<file path="src/rtl/if_pkg.sv">
// Shared definitions for the instruction fetch stage: state encoding,
// PC increment and the bubble word presented when no instruction is held.
package if_pkg;

    typedef enum logic {
        FETCH = 1'b0,
        READY = 1'b1
    } if_state_t;

    localparam logic [31:0] PC_STEP  = 32'd4;
    localparam logic [31:0] NOP_WORD = 32'h0000_0000;

endpackage

</file>
<file path="src/rtl/if_next_pc.sv">
// Next-PC / next-state selection for the fetch stage.
// Priority, highest first: reset, branch redirect, hold, memory ack.
// Purely combinational; the flops live in if_fetch_unit.
module if_next_pc
    import if_pkg::*;
#(
    parameter logic [31:0] RESET_PC = 32'h0000_0000
)
(
    input  logic      rst,
    input  logic      branch_taken,
    input  logic [31:0] branch_target,
    input  logic      hold,
    input  logic      ack,
    input  logic [31:0] pc_cur,
    input  if_state_t state_cur,
    output logic [31:0] pc_next,
    output if_state_t state_next,
    output logic      instr_load
);

    // Resolve the next PC, next state and whether the acked word is captured.
    always_comb begin
        pc_next    = pc_cur;
        state_next = state_cur;
        instr_load = 1'b0;
        if (!rst) begin
            pc_next    = RESET_PC;
            state_next = FETCH;
        end else if (branch_taken) begin
            // A word acked in the redirect cycle is dropped.
            pc_next    = branch_target;
            state_next = FETCH;
        end else begin
            case (state_cur)
                FETCH: begin
                    // An ack in FETCH is taken even under hold; the word then waits in READY.
                    if (ack) begin
                        instr_load = 1'b1;
                        state_next = READY;
                    end else begin
                        state_next = FETCH;
                    end
                end
                READY: begin
                    if (hold) begin
                        state_next = READY;
                    end else begin
                        // The presented word is consumed; move on to the following address.
                        pc_next = pc_cur + PC_STEP;
                        if (ack) begin
                            instr_load = 1'b1;
                            state_next = READY;
                        end else begin
                            state_next = FETCH;
                        end
                    end
                end
                default: begin
                    state_next = FETCH;
                end
            endcase
        end
    end

endmodule

</file>
<file path="src/rtl/if_fetch_unit.sv">
// Instruction fetch stage feeding the IF/ID register. Holds the PC and the
// last fetched word; presents a zero bubble whenever no word is available.
module if_fetch_unit
    import if_pkg::*;
#(
    parameter logic [31:0] RESET_PC = 32'h0000_0000
)
(
    input  logic        clk,
    input  logic        rst,
    input  logic        stall,
    input  logic        loadForwardStall,
    input  logic        superStall,
    input  logic        Branch_taken,
    input  logic [31:0] Branch_target,
    output logic        imem_req,
    output logic [31:0] imem_addr,
    input  logic        imem_ack,
    input  logic [31:0] imem_rdata,
    output logic [31:0] Instruction,
    output logic [31:0] PC
);

    logic [31:0] pc_r;
    logic [31:0] instr_r;
    if_state_t   state_r;

    logic        hold_s;
    logic [31:0] pc_plus_s;
    logic        req_raw_s;
    logic        ack_s;
    logic [31:0] pc_next_s;
    if_state_t   state_next_s;
    logic        instr_load_s;

    assign hold_s    = stall | loadForwardStall | superStall;
    assign pc_plus_s = pc_r + PC_STEP;
    // An ack only counts against a live request.
    assign ack_s     = imem_ack & imem_req;

    // Memory request and IF/ID-facing outputs from registered state, hold and reset.
    always_comb begin
        req_raw_s   = 1'b1;
        imem_addr   = pc_r;
        Instruction = NOP_WORD;
        PC          = NOP_WORD;
        if (state_r == READY) begin
            req_raw_s   = ~hold_s;
            imem_addr   = pc_plus_s;
            Instruction = instr_r;
            PC          = pc_plus_s;
        end else begin
            req_raw_s   = 1'b1;
            imem_addr   = pc_r;
            Instruction = NOP_WORD;
            PC          = NOP_WORD;
        end
        imem_req = rst & req_raw_s;
    end

    if_next_pc #(
        .RESET_PC (RESET_PC)
    ) u_next_pc (
        .rst           (rst),
        .branch_taken  (Branch_taken),
        .branch_target (Branch_target),
        .hold          (hold_s),
        .ack           (ack_s),
        .pc_cur        (pc_r),
        .state_cur     (state_r),
        .pc_next       (pc_next_s),
        .state_next    (state_next_s),
        .instr_load    (instr_load_s)
    );

    // State, PC and instruction registers with synchronous active-low reset.
    always_ff @(posedge clk) begin
        if (!rst) begin
            pc_r    <= RESET_PC;
            instr_r <= NOP_WORD;
            state_r <= FETCH;
        end else begin
            pc_r    <= pc_next_s;
            state_r <= state_next_s;
            if (instr_load_s) begin
                instr_r <= imem_rdata;
            end else begin
                instr_r <= instr_r;
            end
        end
    end

endmodule

</file>
<file path="config.mk">
export PLATFORM = sky130hd
export DESIGN_NAME = if_fetch_unit
export DESIGN_NICKNAME = d
export VERILOG_FILES = /design/src/rtl/if_pkg.sv /design/src/rtl/if_next_pc.sv /design/src/rtl/if_fetch_unit.sv
export SDC_FILE = /design/constraint.sdc
export NUM_CORES = 1
export LEC_CHECK = 0
export BUFFER_PORTS_ARGS = -buffer_cell sky130_fd_sc_hd__clkbuf_2
export CAP_MARGIN = 0
export CELL_PAD_IN_SITES_DETAIL_PLACEMENT = 1
export CELL_PAD_IN_SITES_GLOBAL_PLACEMENT = 1
export CORE_MARGIN = 2
export CORE_UTILIZATION = 37
export DETAILED_ROUTE_END_ITERATION = 10
export PLACE_DENSITY_LB_ADDON = 0.1
export REMOVE_ABC_BUFFERS = 1
export SLEW_MARGIN = 20
export SYNTH_ARGS = -nofsm -noshare
export SYNTH_HDL_FRONTEND = slang
export SYNTH_HIERARCHICAL = 1
export SYNTH_SLANG_ARGS = --single-unit
export TNS_END_PERCENT = 30
</file>
<file path="constraint.sdc">
create_clock -name clk -period 2.4 [get_ports clk]
set_input_delay 0.12 -clock clk [delete_from_list [all_inputs] [get_ports clk]]
set_output_delay 0.12 -clock clk [all_outputs]
set_load 0.01 [all_outputs]
</file>
==> results of run 1 <==
==> flip-flops by register name, indices dropped and copies added, names as in the netlist <==
signal   flops
pc_r        32
state_r      1
instr_r     32
==> through the flow <==
stage	cells	setup TNS (ns)	instance area (um^2)	hold WS, ns	worst slack (ns)
after floorplan	577	-53.50	4708	0.2417	-1.649
after global placement	965	0	6140	0.3794	0.2136
after detailed placement	965	0	6140	0.3906	0.1491
after CTS	990	-0.006213	6595	0.03899	-0.005433
after global routing	994	-0.1119	6708	0.05478	-0.02477
final	994	0	6708	0.05001	0.03766
==> power breakdown <==
part	leakage, nW	internal, mW	total, mW	switching, mW
Clock	0.162	0.989	1.46	0.471
Combinational	2.07	0.182	0.368	0.186
Sequential	0.541	1.11	1.17	0.0574
Total	2.77	2.28	3.00	0.714
==> tightest hold or removal path, stage by stage <==
cell and delay [ns]:
clkbuf_2 0.07, mux2i_1 0.06, nor2b_1 0.09
==> synth_stat cells (all sizes together) (2+ instances only) <==
master	n
a211oi	2
a21o	2
a21oi	25
a31oi	10
and2	76
and3	10
and4	8
buf	15
clkbuf	30
dfxtp	65
ha	3
inv	7
mux2i	36
nand2	40
nand2b	6
nand3	19
nand4	27
nand4b	3
nor2	22
nor2b	36
nor3	16
nor4	9
o211a	6
o21a	3
o21ai	29
o311a	2
o31ai	17
or2	3
or3	15
or4	20
xnor2	31
xor2	16
==> repair_timing <==
item	CTS	global route
hold buffers	0	0
pin swaps	7	10
gates cloned	1	1
endpoints found under the setup margin	18	23
buffers inserted	9	3
resized for setup	23	36
==> final timing paths <==
path,cells after the start,endpoint,from,slack (ns)
worst min-delay path,3,instr_r[10],imem_rdata[10],0.05
worst min register to register,2,instr_r[1],instr_r[1],0.51
worst max-delay path,7,imem_addr[30],pc_r[9],0.04
worst max register to register,8,pc_r[28],pc_r[2],0.29
==> kinds of logic after synthesis <==
kind of cell	count (synthesis)	share of synthesized area
AOI/OAI and AO/OA	103	0.1325
xor gates and xnor gates	47	0.08321
adders and majority gates	3	0.007588
buffers and inverters	54	0.05437
DFF	65	0.2630
muxes	36	0.07284
and+or+nand+nor	315	0.3864
==> per-layer routing <==
metal,vias up,track usage,routed length (um)
met4,0,0.06324,255
met3,19,0.05133,878
li1,2617,-,-
met1,2620,0.2894,7701
met2,138,0.4057,8632
met5,-,0,0
==> cell type report <==
cell class                 instances  share of cell area
clock buffer                      13             0.04029
sequential                        65              0.2016
clock inverter                     2            0.008954
tap                              176             0.03283
multi-input combinational        506              0.5180
timing repair buffer             224              0.1932
inverter                           8            0.005036
==> qor.yml, run 1 <==
route:
  drt-total-wl_mm: 17.47
  post_drt_wl_per_cell_um: 17.57
  vias_per_cell: 5.427
  drt-initial-drc-count: 215
  vias: 5394
  firstDrtPassIters: 6
  antenna_left: 0
  drc: 0
critical_path:
  crit_buf_inv: 3
  end_kind: "primary output"
  cp_cell_sequence: "nand2_2, or3_4, buf_6, buf_4, nor4_1, xor2_1, clkbuf_2"
  worstPathArrival_ns: 2.24
  critical-path-top-delay-family: "simple AND/OR/NAND/NOR gates"
  crit_slowest_cell: "dfxtp_4"
  required_ns: 2.28
  critical_path_class: "flip-flop to primary output"
  start_kind: "flip-flop"
  worst_path_largest_cell_delay_ns: 0.42
  cp_max_fo: 10
cells_and_area:
  fillers: 1655
  area_delta_synth_final_pct: 35.58
  nets: 888
  most-common-layout-cells: "clkbuf_2, and2_1, buf_4"
  multi_input_area_mm2: 0.003475
  layout_commonest_cell: "clkbuf_2"
  diodes: 0
  final_core_util: 0.5106
  drive_gt1_frac: 0.3606
  seq_area_mm2: 0.001353
die:
  die_w_um: 119.6
  io_pins: 168
  die_area_mm2: 0.01431
  start_util: 0.3766
  core_mm2: 0.01314
  die_y_um: 119.6
  fp-row-count: 42
timing:
  fmax_mhz: 423.3
  min_period_over_period: 0.9843
  maxSlewHeadroom: 0.6425
  worst_pin_slew_ns: 0.5322
  hold_viol_final: 0
  finalMaxSlewViolations: 0
  setup_viol: 0
  fin_crit_ns: 2.362
  rsz0062_at_grt: "true"
  skew_ns: 0.007089
synth:
  synth_warnings: 6
  synth_top_area_frac: 0.2630
  syn_inst: 623
  synth_edf_count: 0
  synth_cell_types: 61
  seq_area_frac_synth: 0.2630
  synth-main-ff-cell: "dfxtp_1"
  yosys.area.top_type: "dfxtp_1"
  synthTopCellsByArea: "dfxtp_1, and2_1, mux2i_1"
  synth_area_mm2: 0.004947
  synth_area_per_cell_um2: 7.941
  async_flop_share: 0
  ys_ff_latch: 65
placement:
  hpwl_mm: 12.38
  gp_congestion: 0.8418
  io_buffers: 167
power_and_ir_drop:
  fin_total_pwr_mw: 2.996
  power.leakage_nw: 2.770
  powerDensity_mw_per_mm2: 446.6
  ir_drop_v: 0.0003057
grt:
  grt_max_degree: 99
  grt_first_pass_wirelength_mm: 27.17
  grt_pass1_vias: 5480
  overflow: 0
  antenna_found_initial: 0
  grt_use_total: 0.2330
clock_network:
  htree_num_levels: 3
  numCtsBuffers: 9
  clock_path_buffers: 2
  clock_latency_ns: 0.33
  tritoncts: "done"
  path_clk_slew_ns: 0.05
  cts.sinks: 65
  cts_root_buf: "clkbuf_16"
hold_path:
  hp-class: "input pin to flip-flop"
run:
  cap_violations: 0
run_status:
  status: "completed"
(Power assumes the default switching activity.)
==> inputs of run 2 (changes only) <==
==> constraint.sdc (replaced) <==
create_clock -name clk -period 2.4 [get_ports clk]
set_input_delay 0.48 -clock clk [delete_from_list [all_inputs] [get_ports clk]]
set_output_delay 0.48 -clock clk [all_outputs]
set_load 0.01 [all_outputs]
==> qor.yml, run 2 (synthesized netlist as in run 1, its figures left out) <==
clock_network:
  clock_latency_ns: 0.34  # about the same
  cts_root_buf: "clkbuf_16"
  path_clk_slew_ns: 0.06  # about the same
  htree_num_levels: 3  # unchanged
  clock_path_buffers: 2  # unchanged
  numCtsBuffers: 9  # unchanged
  cts.sinks: 65  # unchanged
  tritoncts: "done"
grt:
  grt_use_total: 0.2568  # +0.02385
  grt_first_pass_wirelength_mm: 29.58  # +8.9%
  antenna_found_initial: 0  # unchanged
  overflow: 0  # unchanged
  grt_max_degree: 84  # -15%
  grt_pass1_vias: 5746  # +4.9%
timing:
  hold_viol_final: 0  # unchanged
  fmax_mhz: 382.6  # -9.6%
  rsz0062_at_grt: "true"
  skew_ns: 0.004637  # -0.002453 ns
  hold_ws_ns: 0.4056  # +0.3556 ns
  min_period_over_period: 1.089  # +0.1046
  setup_slack_ns: -0.2134  # -0.2511 ns
  setup_viol: 29  # +29
  finalMaxSlewViolations: 0  # unchanged
  fin_crit_ns: 2.613  # +0.2511 ns
  maxSlewHeadroom: 0.5634  # -0.07907
  worst_pin_slew_ns: 0.6549  # +0.1227 ns
power_and_ir_drop:
  internal_power_mw: 2.272  # -0.44%
  p_comb_frac: 0.138  # +0.015
  powerDensity_mw_per_mm2: 418.6  # -6.3%
  power.leakage_nw: 3.009  # +8.6%
  p_sw_mw: 0.7466  # +4.5%
  p_seq_frac: 0.381  # -0.009
  swShare: 0.2474  # +0.008930
  ir_drop_v: 0.0003300  # +8.0%
  power.share.clock: 0.481  # -0.006
critical_path:
  required_ns: 1.92  # -0.36 ns
  crit_slowest_cell: "dfxtp_4"
  crit_buf_inv: 3  # unchanged
  cp_common_cell: "buf_4"
  critical_path_class: "flip-flop to primary output"
  critical-path-top-delay-family: "simple AND/OR/NAND/NOR gates"
  cp_cell_sequence: "nand4_4, buf_4, or3_4, buf_4, nor4_2, xor2_1, clkbuf_2"
  worst_path_largest_cell_delay_ns: 0.39  # -0.03 ns
  cp_max_fo: 5  # -5
  start_kind: "flip-flop"
  end_kind: "primary output"
  r2r_slack_ns: 0.13  # -0.16 ns
  worstPathArrival_ns: 2.13  # -0.11 ns
route:
  drt-initial-drc-count: 315  # +47%
  post_drt_wl_per_cell_um: 18.90  # +7.5%
  vias: 5708  # +5.8%
  antenna_left: 0  # unchanged
  drt-total-wl_mm: 19.54  # +12%
  vias_per_cell: 5.520  # +1.7%
  firstDrtPassIters: 4  # -2
  drc: 0  # unchanged
cells_and_area:
  drive_gt1_frac: 0.4254  # +0.06477
  area_delta_synth_final_pct: 45.73
  final_core_util: 0.5488  # +0.03819
  most-common-layout-cells: "clkbuf_2, buf_4, and2_1"
  diodes: 0  # unchanged
  layout_commonest_cell: "clkbuf_2"
  top_regs: "instr_r (32), pc_r (32), state_r (1)"
  nets: 927  # +4.4%
  fillers: 1651  # -0.24%
die:
  die_y_um: 119.6  # unchanged
  die_area_mm2: 0.01431  # unchanged
  core_mm2: 0.01314  # unchanged
  fp-row-count: 42  # unchanged
  io_pins: 168  # unchanged
  die_w_um: 119.6  # unchanged
  start_util: 0.3766  # unchanged
run_status:
  violations: "setup timing"
  status: "finished, violations left"
placement:
  io_buffers: 167  # unchanged
  gp_congestion: 0.8591  # +2.1%
  hpwl_mm: 13.29  # +7.4%
hold_path:
  hp-class: "input pin to flip-flop"
run:
  cap_violations: 0  # unchanged
run 2: repair_timing:
item	CTS	global route
hold buffers	0	0
cloned	2	0
endpoints found under the hold margin	0	0
pin swaps	31	23
buffers inserted	4	12
gates resized for setup	58	64
setup endpoints to repair	37	42
run 2: routing by layer:
metal,wire length [um],share of wire,track usage
met5,0,0,0
met4,427,0.022,0.07500
met3,959,0.049,0.05703
met2,10020,0.51,0.4436
met1,8127,0.42,0.3197
run 2: stage by stage:
step                      total power, mW  instance area (um^2)  TNS (ns)  worst slack, ns  instances
final                               3.018                  7209    -3.923          -0.2134       1034
after global routing                3.145                  7209    -6.516          -0.2880       1034
after CTS                           3.035                  6942    -3.908          -0.2404       1022
after detailed placement            1.569                  6390    -4.095          -0.1626       1000
after global placement              1.554                  6390  -0.02170         -0.02170       1000
after floorplan                     1.347                  4708    -69.40           -1.873        577
run 2: cell type report:
type | count | area (um^2) | area share
clock buffer | 14 | 264.0 | 0.03662
clock inverter | 2 | 60.06 | 0.008330
inverter | 8 | 30.03 | 0.004165
multi-input combinational | 506 | 3676 | 0.5099
sequential | 65 | 1358 | 0.1883
tap | 176 | 220.2 | 0.03054
timing repair buffer | 263 | 1602 | 0.2221
run 2: final timing paths:
kind                   end            from  depth (start not counted)
max reg2reg       pc_r[26]         pc_r[7]                          6
max          imem_addr[30]        pc_r[11]                          7
min            instr_r[23]  imem_rdata[23]                          3
min reg2reg    instr_r[12]     instr_r[12]                          2
run 2: tightest hold or removal path, delay by kind of cell:
family / cells / cell delay (ns)
and+or+nand+nor: 1 / 0.09
muxes: 1 / 0.06
buffers and inverters: 1 / 0.07
run 2: power groups by stage:
stage          clock network [mW]  registers [mW]  logic, mW
4_1_cts                      1.48            1.15      0.405
3_5_place_dp                    0            1.17      0.397
6_report                     1.45            1.15      0.415
3_3_place_gp                    0            1.17      0.383
5_1_grt                      1.54            1.15      0.452
2_1_floorplan                   0            1.19      0.162
